[config.mk]
export PLATFORM = sky130hd
export DESIGN_NAME = pipe_hazard_ctrl
export DESIGN_NICKNAME = d
export VERILOG_FILES = /design/src/rtl/pipe_pkg.sv /design/src/rtl/forward_unit.sv /design/src/rtl/pipe_hazard_ctrl.sv
export SDC_FILE = /design/constraint.sdc
export NUM_CORES = 1
export LEC_CHECK = 0
export ABC_AREA = 0
export CAP_MARGIN = 30
export CORE_ASPECT_RATIO = 0.6
export CORE_MARGIN = 1.5
export CORE_UTILIZATION = 41
export CTS_CLUSTER_DIAMETER = 80
export DETAILED_ROUTE_END_ITERATION = 8
export PLACE_DENSITY_LB_ADDON = 0.08
export SYNTH_ARGS = -nofsm -noshare
export SYNTH_HDL_FRONTEND = slang
export SYNTH_SLANG_ARGS = --single-unit
export TNS_END_PERCENT = 20
[constraint.sdc]
create_clock -name CLK -period 2 [get_ports CLK]
set_clock_uncertainty 0.2 [all_clocks]
set_input_delay 0.2 -clock CLK [delete_from_list [all_inputs] [get_ports CLK]]
set_output_delay 0.2 -clock CLK [all_outputs]
set_load 0.005 [all_outputs]
[src/rtl/pipe_pkg.sv]
// ---------------------------------------------------------------------------
// pipe_pkg
// Shared definitions for the pipeline hazard controller:
//   - datapath widths (register index, forward select, counters)
//   - hazard FSM state encoding
//   - ALU operand forwarding-select constants
//   - packed bundle of pipeline sequencing controls and its canned values
//   - helper that decides whether a writeback stage can feed a source operand
// ---------------------------------------------------------------------------
package pipe_pkg;

  localparam int unsigned REG_W       = 5;
  localparam int unsigned FWD_W       = 2;
  localparam int unsigned WAIT_CNT_W  = 8;
  localparam int unsigned STALL_CNT_W = 16;

  typedef enum logic [1:0] {
    ST_RUN        = 2'd0,
    ST_LOAD_STALL = 2'd1,
    ST_MEM_WAIT   = 2'd2
  } state_e;

  // ALU operand source selects
  localparam logic [FWD_W-1:0] FWD_REG = 2'b00;
  localparam logic [FWD_W-1:0] FWD_WB  = 2'b01;
  localparam logic [FWD_W-1:0] FWD_MEM = 2'b10;

  typedef struct packed {
    logic pc_write;
    logic ifid_write;
    logic ifid_flush;
    logic idex_bubble;
    logic pipe_hold;
  } pipe_ctrl_t;

  // Free-running pipeline: fetch and advance, nothing squashed
  localparam pipe_ctrl_t CTRL_RUN = '{
    pc_write:    1'b1,
    ifid_write:  1'b1,
    ifid_flush:  1'b0,
    idex_bubble: 1'b0,
    pipe_hold:   1'b0
  };

  // Held in reset: nothing advances and both front stages are squashed
  localparam pipe_ctrl_t CTRL_RESET = '{
    pc_write:    1'b0,
    ifid_write:  1'b0,
    ifid_flush:  1'b1,
    idex_bubble: 1'b1,
    pipe_hold:   1'b0
  };

  // A stage forwards to a source only if it writes a real (non-zero) register
  function automatic logic writes_reg(input logic             we,
                                      input logic [REG_W-1:0] rd,
                                      input logic [REG_W-1:0] rs);
    return we && (rd != '0) && (rd == rs);
  endfunction

endpackage

[src/rtl/forward_unit.sv]
// ---------------------------------------------------------------------------
// forward_unit
// Combinational operand-forwarding select for one ALU source operand.
// The younger MEM-stage result wins over the older WB-stage result; register
// zero is hard-wired and never forwarded.
// Ports:
//   mem_reg_write_i, mem_rd_i : MEM-stage writeback enable and destination
//   wb_reg_write_i,  wb_rd_i  : WB-stage writeback enable and destination
//   ex_rs_i                   : source register of the operand in EX
//   fwd_sel_c_o               : FWD_REG / FWD_WB / FWD_MEM (combinational)
// ---------------------------------------------------------------------------
module forward_unit
  import pipe_pkg::*;
(
  input  logic             mem_reg_write_i,
  input  logic [REG_W-1:0] mem_rd_i,
  input  logic             wb_reg_write_i,
  input  logic [REG_W-1:0] wb_rd_i,
  input  logic [REG_W-1:0] ex_rs_i,
  output logic [FWD_W-1:0] fwd_sel_c_o
);

  // Priority select: MEM, then WB, else register file
  always_comb begin
    fwd_sel_c_o = FWD_REG;
    if (writes_reg(mem_reg_write_i, mem_rd_i, ex_rs_i)) begin
      fwd_sel_c_o = FWD_MEM;
    end else if (writes_reg(wb_reg_write_i, wb_rd_i, ex_rs_i)) begin
      fwd_sel_c_o = FWD_WB;
    end
  end

endmodule

[src/rtl/pipe_hazard_ctrl.sv]
// ---------------------------------------------------------------------------
// pipe_hazard_ctrl
// Hazard and sequencing controller for a 5-stage in-order pipeline.
// Resolves, in priority order: data-memory wait, taken branch, load-use,
// jump. Sequencing controls and forward selects are decoded in the same
// cycle from the FSM state and the current stage inputs. Also keeps a
// saturating count of PC-stall cycles and a sticky memory-timeout flag.
// Ports:
//   CLK, RST_N                        : clock, async active-low reset
//   ID_Rs, ID_Rt, ID_Jump             : ID-stage sources and jump decode
//   EX_Rs, EX_Rt, EX_MemRead,
//   EX_BrTaken                        : EX-stage sources, load, taken branch
//   MEM_RegWrite, MEM_Rd, MEM_Req,
//   DMEM_Ready                        : MEM-stage writeback and memory handshake
//   WB_RegWrite, WB_Rd                : WB-stage writeback
//   PC_Write, IFID_Write, IFID_Flush,
//   IDEX_Bubble, Pipe_Hold            : pipeline sequencing controls
//   Fwd_A, Fwd_B                      : ALU operand source selects
//   Mem_Timeout                       : sticky data-memory timeout flag
//   Stall_Count                       : saturating count of PC-stall cycles
// ---------------------------------------------------------------------------
module pipe_hazard_ctrl
  import pipe_pkg::*;
#(
  parameter int unsigned WAIT_LIMIT = 255
) (
  input  logic                   CLK,
  input  logic                   RST_N,
  input  logic [REG_W-1:0]       ID_Rs,
  input  logic [REG_W-1:0]       ID_Rt,
  input  logic                   ID_Jump,
  input  logic [REG_W-1:0]       EX_Rs,
  input  logic [REG_W-1:0]       EX_Rt,
  input  logic                   EX_MemRead,
  input  logic                   EX_BrTaken,
  input  logic                   MEM_RegWrite,
  input  logic [REG_W-1:0]       MEM_Rd,
  input  logic                   MEM_Req,
  input  logic                   DMEM_Ready,
  input  logic                   WB_RegWrite,
  input  logic [REG_W-1:0]       WB_Rd,
  output logic                   PC_Write,
  output logic                   IFID_Write,
  output logic                   IFID_Flush,
  output logic                   IDEX_Bubble,
  output logic                   Pipe_Hold,
  output logic [FWD_W-1:0]       Fwd_A,
  output logic [FWD_W-1:0]       Fwd_B,
  output logic                   Mem_Timeout,
  output logic [STALL_CNT_W-1:0] Stall_Count
);

  state_e                 state_q, state_d;
  logic [WAIT_CNT_W-1:0]  wait_cnt_q, wait_cnt_d;
  logic                   timeout_q, timeout_d;
  logic [STALL_CNT_W-1:0] stall_cnt_q, stall_cnt_d;

  pipe_ctrl_t             ctrl_c;
  pipe_ctrl_t             ctrl_out_c;
  logic                   mem_wait_c;
  logic                   load_use_c;
  logic [FWD_W-1:0]       fwd_a_c;
  logic [FWD_W-1:0]       fwd_b_c;

  // Memory still busy with an outstanding request
  assign mem_wait_c = MEM_Req && !DMEM_Ready;

  // Load in EX feeding an ID source. The cycle after a load-use stall the
  // load has moved on and EX holds the inserted bubble, so the still-visible
  // EX fields are stale and must not re-trigger the stall.
  assign load_use_c = EX_MemRead && (EX_Rt != '0) &&
                      ((EX_Rt == ID_Rs) || (EX_Rt == ID_Rt)) &&
                      (state_q != ST_LOAD_STALL);

  // Hazard FSM state register
  always_ff @(posedge CLK or negedge RST_N) begin
    if (!RST_N) begin
      state_q <= ST_RUN;
    end else begin
      state_q <= state_d;
    end
  end

  // Next state and sequencing controls, highest-priority event first
  always_comb begin
    state_d = ST_RUN;
    ctrl_c  = CTRL_RUN;
    if (mem_wait_c) begin
      state_d           = ST_MEM_WAIT;
      ctrl_c.pc_write   = 1'b0;
      ctrl_c.ifid_write = 1'b0;
      ctrl_c.pipe_hold  = 1'b1;
    end else if (EX_BrTaken) begin
      // Wrong-path instructions in IF/ID and ID/EX are squashed; a
      // coincident load-use is moot because its consumer is discarded.
      ctrl_c.ifid_flush  = 1'b1;
      ctrl_c.idex_bubble = 1'b1;
    end else if (load_use_c) begin
      state_d            = ST_LOAD_STALL;
      ctrl_c.pc_write    = 1'b0;
      ctrl_c.ifid_write  = 1'b0;
      ctrl_c.idex_bubble = 1'b1;
    end else if (ID_Jump) begin
      ctrl_c.ifid_flush = 1'b1;
    end
  end

  // Reset overrides the decode so the front of the pipe stays squashed
  always_comb begin
    ctrl_out_c = ctrl_c;
    if (!RST_N) begin
      ctrl_out_c = CTRL_RESET;
    end
  end

  assign PC_Write    = ctrl_out_c.pc_write;
  assign IFID_Write  = ctrl_out_c.ifid_write;
  assign IFID_Flush  = ctrl_out_c.ifid_flush;
  assign IDEX_Bubble = ctrl_out_c.idex_bubble;
  assign Pipe_Hold   = ctrl_out_c.pipe_hold;

  // Operand forwarding, one unit per ALU source
  forward_unit u_fwd_a (
    .mem_reg_write_i (MEM_RegWrite),
    .mem_rd_i        (MEM_Rd),
    .wb_reg_write_i  (WB_RegWrite),
    .wb_rd_i         (WB_Rd),
    .ex_rs_i         (EX_Rs),
    .fwd_sel_c_o     (fwd_a_c)
  );

  forward_unit u_fwd_b (
    .mem_reg_write_i (MEM_RegWrite),
    .mem_rd_i        (MEM_Rd),
    .wb_reg_write_i  (WB_RegWrite),
    .wb_rd_i         (WB_Rd),
    .ex_rs_i         (EX_Rt),
    .fwd_sel_c_o     (fwd_b_c)
  );

  assign Fwd_A = RST_N ? fwd_a_c : FWD_REG;
  assign Fwd_B = RST_N ? fwd_b_c : FWD_REG;

  // Consecutive wait-cycle counter (saturating) and sticky timeout
  always_comb begin
    wait_cnt_d = '0;
    timeout_d  = timeout_q;
    if (mem_wait_c) begin
      wait_cnt_d = (wait_cnt_q == '1) ? wait_cnt_q
                                      : wait_cnt_q + WAIT_CNT_W'(1);
      if (32'(wait_cnt_d) >= WAIT_LIMIT) begin
        timeout_d = 1'b1;
      end
    end
  end

  // Saturating count of cycles in which the PC is held
  always_comb begin
    stall_cnt_d = stall_cnt_q;
    if (!ctrl_c.pc_write && (stall_cnt_q != '1)) begin
      stall_cnt_d = stall_cnt_q + STALL_CNT_W'(1);
    end
  end

  // Counter and flag registers
  always_ff @(posedge CLK or negedge RST_N) begin
    if (!RST_N) begin
      wait_cnt_q  <= '0;
      timeout_q   <= 1'b0;
      stall_cnt_q <= '0;
    end else begin
      wait_cnt_q  <= wait_cnt_d;
      timeout_q   <= timeout_d;
      stall_cnt_q <= stall_cnt_d;
    end
  end

  assign Mem_Timeout = timeout_q;
  assign Stall_Count = stall_cnt_q;

endmodule

# ---- After elaboration in Yosys (flattened, before gate mapping)
# Cells that the tools add are included.
# Widths: inputs -> output; s select.
dict set report op_classes {
  mux 21
  n_addsub 2
  magnitude_cmp 1
  n_reduce_logical 18
  n_eq_ne 9
}
# operator count
set op_table {}
lappend op_table {{$eq 5x5->1} 6}
lappend op_table {{$mux 2} 10}
lappend op_table {{$add 16x1->16 const B} 1}
lappend op_table {{$mux 8} 2}
lappend op_table {{$ne 16x16->1 const B} 1}
lappend op_table {{$reduce_bool 5->1} 3}
lappend op_table {{$logic_and 1x1->1} 11}
lappend op_table {{$add 8x1->8 const B} 1}
lappend op_table {{$eq 8x8->1 const B} 1}
lappend op_table {{$ge 8x8->1 const B} 1}
lappend op_table {{$mux 1} 8}
lappend op_table {{$mux 5} 1}
lappend op_table {{$logic_not 1->1} 2}
lappend op_table {{$ne 2x1->1 const B} 1}
lappend op_table {{$reduce_and 2->1} 1}
lappend op_table {{$logic_or 1x1->1} 1}
dict set report totals {
  reg_bits 27
  inputBits 39
  output_inout_bits 26
}

# ---- Logic depth before layout (Yosys ltp)
# Gate-level depths: netlist of run 1.
dict set report logic_depth {
  ltp_word 9
  mapped_depth 8
}

# ---- Hierarchy
# Synthesis of run 1 repeated with hierarchy kept, for this count alone.
dict set report hier_totals {
  hier_cells 205
  hier_area_um2 1868.0
}
# mod cells_each n_inst seq_area_each_um2 area_each_um2
set by_module_without_submodules {}
lappend by_module_without_submodules {pipe_hazard_ctrl 165 1 675.6 1565.3}
lappend by_module_without_submodules {forward_unit 20 2 0.0 151.4}

# ---- Least setup slack after synthesis of run 1
# No wires, ideal clock.
dict set report synth_timing {
  path_type {register to register}
  start {reg wait_cnt_q[1]}
  end {reg timeout_q (netlist: Mem_Timeout)}
  n_path_buf 0
  t_required_ps 1682
  setup_time_ps 118
  synth_period_minus_slack_ps 2029
  slack_ps -29
  path_stages_with_launch 8
  arrival_time_ps 1711
  path_cell_list {dfrtp_1 ha_1 and3_1 and3_1 nand3_1 nand2_1 a22o_1 a21o_1}
}
dict set report synth_via {
  elab_chain_len 4
}
# item line
set synth_lines {}
lappend synth_lines {{start, declared} pipe_hazard_ctrl.sv:54} ;# logic [WAIT_CNT_W-1:0] wait_cnt_q, wait_cnt_d;
lappend synth_lines {{start signal, assigned} pipe_hazard_ctrl.sv:172} ;# wait_cnt_q <= wait_cnt_d;
lappend synth_lines {{$add 8x1->8 / $eq 8x8->1 (equally long branches)} {pipe_hazard_ctrl.sv:150, pipe_hazard_ctrl.sv:149}}
lappend synth_lines {{$mux 8 *} pipe_hazard_ctrl.sv:149} ;# wait_cnt_d = (wait_cnt_q == '1) ? wait_cnt_q
lappend synth_lines {{$ge 8x8->1 *} pipe_hazard_ctrl.sv:151} ;# if (32'(wait_cnt_d) >= WAIT_LIMIT) begin
lappend synth_lines {{$reduce_and 2->1 (no line) *} --}
lappend synth_lines {{end signal, assigned} pipe_hazard_ctrl.sv:173} ;# timeout_q <= timeout_d;
lappend synth_lines {{end, declared} pipe_hazard_ctrl.sv:55} ;# logic timeout_q, timeout_d;
# Mark *: on every way between the ends. The rest lies on a longest branch, timed or not.
# A chain may end at the register's enable or synchronous reset.

# ---- Worst setup path in the final report of run 1
dict set report layout_timing {
  start {in EX_Rt[4]}
  end {out IFID_Write}
}
dict set report layout_via {
  elab_chain_len 8
}
# item line
set layout_lines {}
lappend layout_lines {{start, declared} pipe_hazard_ctrl.sv:33} ;# input logic [REG_W-1:0] EX_Rt,
lappend layout_lines {{$eq 5x5->1 / $reduce_bool 5->1 (equally long branches)} {pipe_hazard_ctrl.sv:72, pipe_hazard_ctrl.sv:71}}
lappend layout_lines {{$logic_or 1x1->1 / $logic_and 1x1->1 (equally long branches)} {pipe_hazard_ctrl.sv:72, pipe_hazard_ctrl.sv:71}}
lappend layout_lines {{$logic_and 1x1->1 *} pipe_hazard_ctrl.sv:71} ;# assign load_use_c = EX_MemRead && (EX_Rt != '0) &&
lappend layout_lines {{$logic_and 1x1->1 *} pipe_hazard_ctrl.sv:72} ;# ((EX_Rt == ID_Rs) || (EX_Rt == ID_Rt)) &&
lappend layout_lines {{$mux 2 *} pipe_hazard_ctrl.sv:98} ;# end else if (load_use_c) begin
lappend layout_lines {{$mux 2 *} pipe_hazard_ctrl.sv:93} ;# end else if (EX_BrTaken) begin
lappend layout_lines {{$mux 2 *} pipe_hazard_ctrl.sv:88} ;# if (mem_wait_c) begin
lappend layout_lines {{$mux 5 *} pipe_hazard_ctrl.sv:111} ;# if (!RST_N) begin
lappend layout_lines {{end, declared} pipe_hazard_ctrl.sv:43} ;# output logic IFID_Write,
# Marked as above.

==> results.sh, run 1 <==
export IMPL_ys_flop_type="dfrtp_1"
export IMPL_place_gp_congestion=0.832
export IMPL_crit_chain="buf_4 > buf_6 > xor2_1 > nor3_2 > a22oi_2 > buf_4 > o31ai_4 > nor2_1 > buf_2"
export IMPL_setup_viol_count_final=0
export IMPL_startpoint_type="primary input"
export IMPL_fin_util_pct=71.5
export IMPL_wire_per_inst_um=14.9
export IMPL_preCtsSetupSlack_ns=-0.796
export IMPL_cap_violations=0
export IMPL_yosysTopAreaCell="dfrtp_1"
export IMPL_path_buf_inv=4
export IMPL_pin_count=65
export IMPL_max_freq_ghz=0.507
export IMPL_ant_nets=0
export IMPL_fillerInstances=312
export IMPL_nets=351
export IMPL_ys_seq_area_share_pct=36.0
export IMPL_min_period_ns=1.97
export IMPL_netlist_area_um2=1880
export IMPL_cts_buffers=3
export IMPL_clk_pin_slew_worst_paths_ns=0.09
export IMPL_worst_slew_pin_slew_ns=0.270
export IMPL_ir_drop_mv=0.473
export IMPL_drive_above_1_share_pct=32.7
export IMPL_grt_setup_unrepaired="true"
export IMPL_ys_ff_latch=27
export IMPL_hpwl_um=4220
export IMPL_floorplan_initialDensity_pct=44.2
export IMPL_r2r_end="Mem_Timeout$_DFFE_PN0P_"
export IMPL_final_cells=369
export IMPL_power_leakage_nw=1.40
export IMPL_synth_cells=198
export IMPL_hold_path_startpoint="Mem_Timeout$_DFFE_PN0P_"
export IMPL_cts_root_buf="clkbuf_8"
export IMPL_worstReg2RegStart="wait_cnt_q[1]$_DFF_PN0_"
export IMPL_remaining_drc_errors=0
export IMPL_critPathTopFamily="buffers and inverters"
export IMPL_track_usage_pct=22.9
export IMPL_die_y_um=55.4
export IMPL_reg2reg_depth=7
export IMPL_maxSlewHeadroom_pct=81.9
export IMPL_placed_area_um2=2860
export IMPL_hold_violations=0
export IMPL_synth_avg_cell_area_um2=9.49
export IMPL_clkSinkCount=27
export IMPL_hold_class="reg2reg"
export IMPL_dp_cells=356
export IMPL_required_ns=1.60
export IMPL_h_tree_depth=1
export IMPL_drv_slew=0
export IMPL_cts_tree="yes"
export IMPL_design_area_um2=3040
export IMPL_slowest_delay_ns=0.29
export IMPL_drtPass1Iterations=4
export IMPL_status="complete, no violations"
export IMPL_antenna_found_initial=0
export IMPL_synth_cell_types=38
export IMPL_syn_num_nets=239
export IMPL_drt_initial_drc_count=85
export IMPL_syn2layout_area_growth_pct=62.0
export IMPL_dieArea_um2=5010
export IMPL_port_buffer_count=64
export IMPL_core_um2=4260
export IMPL_finalPower_mw=1.58
export IMPL_layout_common_cells="buf_4, dfrtp_1, xor2_1"
export IMPL_wl_um=5500
export IMPL_gr_total_overflow=0
export IMPL_dieWidth_um=90.4
export IMPL_grt_pass1_vias=1886
export IMPL_crit_path_end_kind="primary output"
export IMPL_clockBufferDepth=2
export IMPL_layout_commonest_cell="buf_4"
export IMPL_holdPathEnd="Mem_Timeout$_DFFE_PN0P_"
export IMPL_path_class="in2out"
export IMPL_n_antenna_cell=0
export IMPL_r2r_setup_slack_ns=0.11
export IMPL_hold_depth=1
export IMPL_finalCritPeriodShare_pct=98.6
export IMPL_grt_max_degree=28
export IMPL_synthArstFlopShare_pct=100
export IMPL_placementRows=18
export IMPL_synth_top_area_share_pct=36.0
export IMPL_cp_slowest_cell="o31ai_4"
export IMPL_yosysWarnings=0
export IMPL_viasPerCell=5.11
export IMPL_clk_insertion_delay_late_ns=0.27
export IMPL_crit_path_max_fanout=3
export IMPL_worstPathArrival_ns=1.57
export IMPL_grt_pass1_wl_um=9200
export IMPL_powerDensity_nw_per_um2=518
export IMPL_vias=1884
export IMPL_synth_edf_count=0
export IMPL_crit_top_cell="buf_4"
export IMPL_worst_slack_ns=0.0282
export IMPL_synthTopCellsByArea="dfrtp_1, xor2_1, xnor2_1"
-- cells by family (layout without fill, tap and decap cells) --
group	count (synthesis)	in the layout	share of synthesized area, %
AOI/OAI and AO/OA	23	23	9.52
xor gates and xnor gates	48	48	22.4
adders and majority gates	2	2	1.33
buffers and inverters	15	126	5.06
DFF	27	27	36.0
muxes	3	3	1.73
and+or+nand+nor	80	80	24.0
-- stage by stage --
step           hold slack (ns)  TNS, ns
2_1_floorplan           -0.296  -0.0113
3_3_place_gp             0.247   -13.12
3_5_place_dp             0.248   -14.32
4_1_cts                  0.270        0
5_1_grt                  0.297   -0.176
6_report                 0.266        0
-- cell usage after synthesis (all sizes together), types with 4 or more instances --
| cell | instances |
|---|---|
| and2 | 6 |
| or4 | 5 |
| o21ai | 8 |
| xor2 | 26 |
| nor4 | 5 |
| and3 | 10 |
| nand4 | 12 |
| nor2 | 12 |
| xnor2 | 22 |
| nand3 | 15 |
| buf | 9 |
| inv | 4 |
| dfrtp | 27 |
| nand2 | 10 |
-- per-layer routing --
metal	wire, um	GRT usage (%)	vias up	part of all wire [%]
li1	-	-	921	-
met1	2760	33.1	898	50
met2	2390	35.1	61	43
met3	321	5.65	4	5.8
met4	25	3.40	0	0.45
met5	0	0	-	0
-- state kept, by name (all words and copies together) (netlist names) --
signal / cells
Stall_Count: 16
wait_cnt_q: 8
state_q: 2
Mem_Timeout: 1
-- power by group --
group | internal [mW] | total (mW) | switching (mW) | leakage (nW)
registers | 0.606 | 0.648 | 0.0420 | 0.365
logic | 0.371 | 0.621 | 0.250 | 1.01
clock network | 0.139 | 0.308 | 0.168 | 0.0255
-- area by class of cell --
class | count | area [um2] | area share [%]
multi-input combinational | 156 | 1230 | 40.5
timing repair buffer | 118 | 998 | 32.8
sequential | 27 | 676 | 22.2
tap | 60 | 75.1 | 2.47
clock buffer | 3 | 41.3 | 1.36
inverter | 4 | 15.0 | 0.493
clock inverter | 1 | 5.00 | 0.164
-- how the worst max path moves through the flow --
stage               from          to  slack (ns)  depth (start not counted)
5_1_grt         EX_Rt[4]  IFID_Write       -0.04                          9
2_1_floorplan   EX_Rt[1]    PC_Write       -0.01                          7
6_report        EX_Rt[4]  IFID_Write        0.03                          9
4_1_cts         EX_Rt[0]  IFID_Write       0.002                          8
3_3_place_gp   MEM_Rd[0]    Fwd_B[0]       -0.71                          6
3_5_place_dp   MEM_Rd[0]    Fwd_B[0]       -0.80                          6
-- what timing repair did --
action | 4_1_cts | 5_1_grt
buffers inserted | 6 | 0
resized for setup | 102 | 29
endpoints found under the hold margin | 27 | 0
pin swaps | 26 | 17
gates cloned | 1 | 0
endpoints found under the setup margin | 25 | 18
hold buffers | 2 | 0
No activity file was read; power rests on OpenSTA's default activity.
==> inputs of run 2 (changes only) <==
- SLEW_MARGIN: default -> 15
==> results of run 2 <==
Same layout as run 1: the final DEF is identical, and so are final timing and power.
